**src/rtl/matrix_reader.sv**
```systemverilog
// matrix_reader
// Streams a stored matrix out of an addressable buffer in row-major order.
// A frame walks read addresses from (0,0) to (row_max,col_max) with the
// column index running fastest. Each read goes to a memory with a 1-cycle
// read latency. The returned words are queued in a 3-entry FIFO and
// presented on a valid/ready stream, tagged with end-of-row and
// end-of-frame flags.
//
// Ports
//   CLK        clock, rising edge
//   RST        asynchronous active-high reset
//   start      begin a frame (only honoured while idle)
//   row_max    last row index, captured when start is accepted
//   col_max    last column index, captured when start is accepted
//   busy       a frame is in progress
//   done       one-cycle pulse after the final element is accepted
//   rd_en      memory read strobe
//   rd_row     read row address (valid with rd_en)
//   rd_col     read column address (valid with rd_en)
//   rd_data    memory data, valid the cycle after rd_en
//   out_valid  stream element available
//   out_ready  downstream accepts on out_valid & out_ready
//   out_data   stream element
//   out_eol    element is the last column of its row
//   out_eof    element is the last element of the frame
module matrix_reader #(
  parameter int DATA_W = 16,
  parameter int DIM_W  = 10
) (
  input  logic              CLK,
  input  logic              RST,
  input  logic              start,
  input  logic [DIM_W-1:0]  row_max,
  input  logic [DIM_W-1:0]  col_max,
  output logic              busy,
  output logic              done,
  output logic              rd_en,
  output logic [DIM_W-1:0]  rd_row,
  output logic [DIM_W-1:0]  rd_col,
  input  logic [DATA_W-1:0] rd_data,
  output logic              out_valid,
  input  logic              out_ready,
  output logic [DATA_W-1:0] out_data,
  output logic              out_eol,
  output logic              out_eof
);

  typedef enum logic [1:0] {
    ST_IDLE  = 2'd0,
    ST_ISSUE = 2'd1,
    ST_DRAIN = 2'd2
  } state_t;

  // Circular pointer advance over the three FIFO slots.
  function automatic logic [1:0] ptr_inc(input logic [1:0] p);
    logic [1:0] n;
    if (p == 2'd2) begin
      n = 2'd0;
    end else begin
      n = p + 2'd1;
    end
    return n;
  endfunction

  state_t             state_r;
  logic [DIM_W-1:0]   row_max_r;
  logic [DIM_W-1:0]   col_max_r;
  logic [DIM_W-1:0]   row_r;
  logic [DIM_W-1:0]   col_r;
  logic               rd_en_r;
  logic               busy_r;
  logic               done_r;

  logic               inflight_r;
  logic               inflight_eol_r;
  logic               inflight_eof_r;

  logic [2:0][DATA_W-1:0] fifo_data_r;
  logic [2:0]         fifo_eol_r;
  logic [2:0]         fifo_eof_r;
  logic [1:0]         wr_ptr_r;
  logic [1:0]         rd_ptr_r;
  logic [1:0]         count_r;
  logic               out_valid_r;

  logic               push_s;
  logic               pop_s;
  logic [1:0]         count_next_s;
  logic               credit_ok_s;
  logic               at_eol_s;
  logic               at_last_s;
  logic [DATA_W-1:0]  head_data_s;
  logic               head_eol_s;
  logic               head_eof_s;

  // Occupancy bookkeeping and the read-credit decision for the next cycle.
  always_comb begin
    push_s       = inflight_r;
    pop_s        = out_valid_r & out_ready;
    count_next_s = count_r + {1'b0, push_s} - {1'b0, pop_s};
    // The read issued this cycle becomes next cycle's in-flight read, so
    // next cycle's credit counts it alongside next cycle's FIFO occupancy.
    // rd_en is registered from this, so out_ready never reaches it
    // combinationally.
    credit_ok_s  = ({1'b0, count_next_s} + {2'b00, rd_en_r}) < 3'd3;
    at_eol_s     = (col_r == col_max_r);
    at_last_s    = at_eol_s && (row_r == row_max_r);
  end

  // Frame control: state, latched maxima, address walk and read strobe.
  always_ff @(posedge CLK or posedge RST) begin
    if (RST) begin
      state_r   <= ST_IDLE;
      row_max_r <= {DIM_W{1'b0}};
      col_max_r <= {DIM_W{1'b0}};
      row_r     <= {DIM_W{1'b0}};
      col_r     <= {DIM_W{1'b0}};
      rd_en_r   <= 1'b0;
      busy_r    <= 1'b0;
      done_r    <= 1'b0;
    end else begin
      done_r <= 1'b0;
      case (state_r)
        ST_IDLE: begin
          if (start) begin
            row_max_r <= row_max;
            col_max_r <= col_max;
            row_r     <= {DIM_W{1'b0}};
            col_r     <= {DIM_W{1'b0}};
            rd_en_r   <= credit_ok_s;
            busy_r    <= 1'b1;
            state_r   <= ST_ISSUE;
          end else begin
            rd_en_r <= 1'b0;
          end
        end
        ST_ISSUE: begin
          if (rd_en_r && at_last_s) begin
            // Final address has just been read; the address holds at the
            // maxima rather than wrapping.
            rd_en_r <= 1'b0;
            state_r <= ST_DRAIN;
          end else begin
            if (rd_en_r) begin
              if (at_eol_s) begin
                col_r <= {DIM_W{1'b0}};
                row_r <= row_r + DIM_W'(1'b1);
              end else begin
                col_r <= col_r + DIM_W'(1'b1);
              end
            end
            rd_en_r <= credit_ok_s;
          end
        end
        ST_DRAIN: begin
          rd_en_r <= 1'b0;
          // No read is outstanding here, so an empty FIFO after this
          // cycle's push/pop means the last element has been accepted.
          if (count_next_s == 2'd0) begin
            busy_r  <= 1'b0;
            done_r  <= 1'b1;
            state_r <= ST_IDLE;
          end
        end
        default: begin
          rd_en_r <= 1'b0;
          busy_r  <= 1'b0;
          state_r <= ST_IDLE;
        end
      endcase
    end
  end

  // In-flight stage: the eol/eof tags ride alongside the outstanding read.
  always_ff @(posedge CLK or posedge RST) begin
    if (RST) begin
      inflight_r     <= 1'b0;
      inflight_eol_r <= 1'b0;
      inflight_eof_r <= 1'b0;
    end else begin
      inflight_r <= rd_en_r;
      if (rd_en_r) begin
        inflight_eol_r <= at_eol_s;
        inflight_eof_r <= at_last_s;
      end
    end
  end

  // Output FIFO: push returning read data, pop on a stream handshake.
  always_ff @(posedge CLK or posedge RST) begin
    if (RST) begin
      fifo_data_r <= {(3*DATA_W){1'b0}};
      fifo_eol_r  <= 3'b000;
      fifo_eof_r  <= 3'b000;
      wr_ptr_r    <= 2'd0;
      rd_ptr_r    <= 2'd0;
      count_r     <= 2'd0;
      out_valid_r <= 1'b0;
    end else begin
      if (push_s) begin
        fifo_data_r[wr_ptr_r] <= rd_data;
        fifo_eol_r[wr_ptr_r]  <= inflight_eol_r;
        fifo_eof_r[wr_ptr_r]  <= inflight_eof_r;
        wr_ptr_r              <= ptr_inc(wr_ptr_r);
      end
      if (pop_s) begin
        rd_ptr_r <= ptr_inc(rd_ptr_r);
      end
      count_r     <= count_next_s;
      out_valid_r <= (count_next_s != 2'd0);
    end
  end

  // FIFO head selection.
  always_comb begin
    head_data_s = {DATA_W{1'b0}};
    head_eol_s  = 1'b0;
    head_eof_s  = 1'b0;
    case (rd_ptr_r)
      2'd0: begin
        head_data_s = fifo_data_r[0];
        head_eol_s  = fifo_eol_r[0];
        head_eof_s  = fifo_eof_r[0];
      end
      2'd1: begin
        head_data_s = fifo_data_r[1];
        head_eol_s  = fifo_eol_r[1];
        head_eof_s  = fifo_eof_r[1];
      end
      2'd2: begin
        head_data_s = fifo_data_r[2];
        head_eol_s  = fifo_eol_r[2];
        head_eof_s  = fifo_eof_r[2];
      end
      default: begin
        head_data_s = {DATA_W{1'b0}};
        head_eol_s  = 1'b0;
        head_eof_s  = 1'b0;
      end
    endcase
  end

  assign busy      = busy_r;
  assign done      = done_r;
  assign rd_en     = rd_en_r;
  assign rd_row    = row_r;
  assign rd_col    = col_r;
  assign out_valid = out_valid_r;
  // Stale slot contents are masked so an empty stream reads as all zero.
  assign out_data  = out_valid_r ? head_data_s : {DATA_W{1'b0}};
  assign out_eol   = out_valid_r & head_eol_s;
  assign out_eof   = out_valid_r & head_eof_s;

endmodule

```
**config.mk**
```make
export PLATFORM = sky130hd
export DESIGN_NAME = matrix_reader
export DESIGN_NICKNAME = d
export VERILOG_FILES = /design/src/rtl/matrix_reader.sv
export SDC_FILE = /design/constraint.sdc
export NUM_CORES = 1
export LEC_CHECK = 0
export ABC_CLOCK_PERIOD_IN_PS = 10500
export CORE_UTILIZATION = 58
export DETAILED_ROUTE_END_ITERATION = 7
export PLACE_DENSITY = 0.91
export SYNTH_ARGS = -nofsm -noshare
export SYNTH_HDL_FRONTEND = slang
export SYNTH_SLANG_ARGS = --single-unit
```
**constraint.sdc**
```tcl
create_clock -name CLK -period 10.5 [get_ports CLK]
set_input_delay 2.1 -clock CLK [delete_from_list [all_inputs] [get_ports CLK]]
set_output_delay 2.1 -clock CLK [all_outputs]
set_load 0.02 [all_outputs]
```
# == Yosys cells after proc, flatten, opt, wreduce, memory -nomap -nowiden ==
# Index checks and enable logic that the tools add are counted.
# Widths: inputs -> output; s select.
# totals
n_memories,0
reg_bits,109
rom_bits,0
latch_bits,0
out_inout_bits,42
in_bits,40
word_cells,94
ramBits,0
# op_classes
div,0
n_eq_ne,13
bitwise,4
magnitude_cmp,3
mul,0
add_sub_neg,7
muxes,34
reduce_logical,13
shift,0
# op_table
op,n
$mux 10,7
$bwmux 48,1
$pmux 16 s3,1
$pmux 10 s2,2
$demux 16 s2,1
$mux 16,2
$add 10x1->10 const B,2
$eq 10x10->1,2
$ne 2x2->1 const B,6
$mux 2,5
$pmux 1 s3,3
$mux 1,7
$bwmux 3,2
$eq 2x2->1 const B,3
$logic_not 2->1,3
$pmux 2 s3,1
$reduce_and 3->1,2
$reduce_and 5->1,1
$add 2x1->2 const B,2
$eq 2x1->1 const B,2
$reduce_and 4->1,1
$reduce_bool 2->1,2
$add 2x1->3,1
$and 1x1->1,3
10 further kinds,12

# == Depth between registers and ports, before layout ==
# logic_depth
word_depth,6
mapped_depth,10
ltp_nobuf,10

# == Worst setup path before layout ==
# No wires, ideal clock.
# synth_timing
path_type,input to register
start,in out_ready
end,"reg rd_en_r, in the netlist rd_en"
setup_slack_ns,6.921
path_buffers,0
stages,9
t_required_ns,10.381
setup_time_ns,0.119
t_arrival_ns,3.460
path_cell_list,nand2_1 inv_1 ha_1 inv_1 ha_1 ha_1 ha_1 a21oi_1 and2_1
# synth_via
elab_chain_len,6
word_cells_on_any_way,7
cone_classes,add/sub (2); order compare (1); mux (3); bitwise (1)
# synth_lines
element,line,source
from (decl),42,"input logic out_ready,"
$and 1x1->1 *,99,pop_s = out_valid_r & out_ready;
via pop_s,87,logic pop_s;
$sub 2x1->2 *,100,"count_next_s = count_r + {1'b0, push_s} - {1'b0, pop_s};"
via count_next_s[0],88,logic [1:0] count_next_s;
$add 2x1->3 *,105,"credit_ok_s = ({1'b0, count_next_s} + {2'b00, rd_en_r}) < 3'd3;"
$lt 3x2->1 *,105,
$mux 1 (on tied branches),"138, 125",
$pmux 1 s2 *,123,case (state_r)
to (signal assigned),130,rd_en_r <= credit_ok_s;
to (signal assigned),152,rd_en_r <= credit_ok_s;
to (decl),70,logic rd_en_r;
# The timed path passes the listed nets; every way through them passes the cells marked *.
# A chain may end at the register's enable or synchronous reset.

# == Worst setup path in the final report ==
# layout_timing
start,reg rd_ptr_r[1]
end,out out_data[10]
# layout_via
elab_chain_len,3
word_cells_on_any_way,5
cone_classes,eq/ne (2); mux (2); reduce/logical (1)
# layout_lines
element,line,source
from (decl),82,logic [1:0] rd_ptr_r;
from (signal assigned),207,rd_ptr_r <= ptr_inc(rd_ptr_r);
"$eq 2x2->1, or another cell as far along",219,case (rd_ptr_r)
$pmux 16 s3 *,219,
$mux 16 *,250,assign out_data = out_valid_r ? head_data_s : {DATA_W{1'b0}};
to (decl),43,"output logic [DATA_W-1:0] out_data,"
# Every way passes the cells marked *; elsewhere a longest branch is shown, timed or not.

==> results.cfg <==
[layout]
fillerInstances = 610
n_antenna_cell = 0
fin_cells = 644
drive_gt1_share_pct = 18.3
syn2layout_area_growth_pct = 20.9
design_area_um2 = 6320
nets = 577
seq_area_um2 = 2730
multi_input_area_um2 = 2350
fin_util_pct = 72.4

[critical_path]
reg2reg_depth = 6
crit_chain = nor2b_1 > nand2_1 > o21ai_0 > and2_1 > clkdlybuf4s50_1
slowest_delay_ns = 1.04
crit_path_max_fanout = 22
crit_type = register to primary output
cp.required_ns = 8.40
worstSetupStartpointType = register
r2r_setup_slack_ns = 7.87
arrival_ns = 3.17
crit_path_top_delay_cell = nor2b_1
r2r_start = rd_col[0]
end_kind = primary output
r2r-end = rd_row[4]

[logic_synthesis]
syn_nets = 506
yosysMostFrequentCell = dfrtp_1
ys_seq_area_share_pct = 52.2
postSynthCellCount = 460
synth_flop_cell = dfrtp_1
synth_edf_count = 0
synthArstFlopShare_pct = 100
syn_avg_cell_area_um2 = 11.4
yosys-top-cells-count = dfrtp_1, mux2_2, nand2_1
synthTopCellsByArea = dfrtp_1, mux2_2, mux2i_1, o21ai_0, xnor2_1
synth_top_cell_by_area = dfrtp_1
syn_area_um2 = 5230
synth.distinct_cells = 41
synth_seq_cells = 109
synth_warnings = 0
synth_top_area_share_pct = 52.2

[placed_design]
dp_cells = 628
port_buffers = 81
hpwl_um = 7330
place_area_um2 = 6110
gp_congestion = 0.779

[grt]
grt_overflow = 0
grt_first_pass_wirelength_um = 17500
antenna_found_initial = 0
grt_max_degree = 68
grt_pass1_vias = 3744
track_usage_pct = 23.1

[pwr]
p_sw_share_pct = 36.8
p_switching_uw = 686
power_density_nw_per_um2 = 295
combPwrFrac_pct = 46.1
cellLeakagePower_nw = 2.61
seqPwrFrac_pct = 39.9
irDropWorstVdd_mv = 0.146
pwr-share-clk_pct = 14.0
p_int_mw = 1.18

[timing]
finalSetupTns_ns = 0
drv_slew = 0
rsz0062_at_grt = false
setup_violations = 0
hold_viol_final = 0
relSlewSlack_pct = 17.6
worst_pin_slew_ns = 1.23
fin_crit_ns = 5.27
post-route-period-util_pct = 50.2
skew_ns = 0.0191
fmax_mhz = 190

[die]
core_um2 = 8720
die-area_um2 = 9390
die_w_um = 96.9
die_h_um = 96.9
initial_utilization_pct = 59.9
io_pins = 82
rows = 34

[clocking]
cts_inserted_buffers = 9
clock-sinks = 109
cts_hold_buf = 0
cts.repair.resized = 0
htree_levels = 3
cts_setup_buffers = 0
path_clk_slew_ns = 0.10
clockBufferDepth = 2
cts_tree = yes
clock_latency_ns = 0.38
cts_root_buf = clkbuf_8

[route]
drt-wirelength-per-cell_um = 16.3
wl_um = 10500
drt_iter0_drc = 117
drtAntennaViolNets = 0
drc = 0
viasPerCell = 5.83
num_vias = 3757
firstDrtPassIters = 4

[min_path]
min_to = fifo_eof_r[2]
hold_path.class = register to register
hold_depth = 2
hold_start = fifo_eof_r[2]

[run]
drv_cap = 0

[outcome]
status = completed
-- power by group through the flow --
stage	sequential, mW	clock [mW]	combinational (mW)
detailed placement	0.752	0	0.869
global placement	0.737	0	0.833
floorplan	0.725	0	0.588
global route	0.768	0.282	0.932
CTS	0.744	0.266	0.871
finish	0.745	0.260	0.859
-- worst max path at each step --
stage | from | endpoint | slack (ns) | cells after the start
floorplan | RST | busy | 5.53 | 1
global placement | rd_ptr_r[1] | out_eof | 5.66 | 5
detailed placement | rd_ptr_r[1] | out_data[11] | 5.62 | 5
CTS | rd_ptr_r[1] | out_data[10] | 5.21 | 5
global route | rd_ptr_r[1] | out_data[3] | 4.94 | 5
finish | rd_ptr_r[1] | out_data[10] | 5.23 | 5
-- kinds of logic (layout without fill, tap and decap cells) --
| group | Yosys count | count (layout) | share of synthesized area [%] |
|---|---|---|---|
| buf+inv | 39 | 115 | 2.87 |
| compound gates | 70 | 70 | 8.31 |
| mux | 95 | 95 | 19.9 |
| fa+ha+maj | 6 | 6 | 1.44 |
| xor+xnor | 22 | 22 | 3.69 |
| flops | 109 | 109 | 52.2 |
| simple gates | 119 | 119 | 11.5 |
-- area by class of cell --
cell class                      count  area share (%)
Multi-Input combinational cell    312            37.2
Clock inverter                      6            1.09
Clock buffer                       10            2.18
Timing Repair Buffer               85            13.3
Tap cell                          108            2.14
Sequential cell                   109            43.2
Inverter                           14           0.871
-- cell usage in the layout (no fill, tap or decap), types with 3 or more instances in the layout --
cell             netlist  layout
o21ai_0               39      39
a21oi_1                4       4
a21o_1                 5       5
or3_1                  3       3
mux2_2                73      73
ha_1                   6       6
nor3_1                 4       3
nand2_1               43      43
and2_1                19      19
buf_4                  0       4
clkdlybuf4s50_1        0      81
o211ai_1               6       6
xnor2_1               22      22
nand3_1               10      10
inv_1                 14      13
nand2b_1               3       3
nand4_1                8       8
and3_1                 5       5
nor2_1                12      12
clkbuf_8               0      10
a31oi_1                3       3
dfrtp_1              109     109
o41ai_1                3       3
mux2i_1               22      22
-- flip-flops by register name (all words and copies together), names as in the netlist, 2 cells and up --
| name | cells |
|---|---|
| col_max_r | 10 |
| count_r | 2 |
| fifo_data_r | 48 |
| fifo_eof_r | 3 |
| fifo_eol_r | 3 |
| rd_col | 10 |
| rd_ptr_r | 2 |
| rd_row | 10 |
| row_max_r | 10 |
| state_r | 2 |
| wr_ptr_r | 2 |
-- worst max-delay path: cells and delay by family, from the launching register on --
family / cells / cell delay [ns]
AOI/OAI and AO/OA: 1 / 0.13
buffers and inverters: 1 / 0.60
and+or+nand+nor: 3 / 1.32
DFF: 1 / 0.76
-- through the flow --
stage               hold WS [ns]  worst slack, ns  power, mW
global placement           0.462             5.66       1.57
global route               0.511             4.94       1.98
finish                     0.490             5.23       1.86
CTS                        0.491             5.21       1.88
detailed placement         0.470             5.62       1.62
floorplan                  0.450             5.53       1.31
-- routing by layer --
metal / routed length (um) / global-route usage, % / up-vias / share of wire [%]
met5: 0 / 0 / - / 0
met4: 121 / 5.74 / 0 / 1.1
li1: - / - / 1765 / -
met3: 626 / 6.21 / 16 / 5.9
met2: 5330 / 39.4 / 137 / 51
met1: 4450 / 29.2 / 1839 / 42
(Power assumes the default switching activity.)
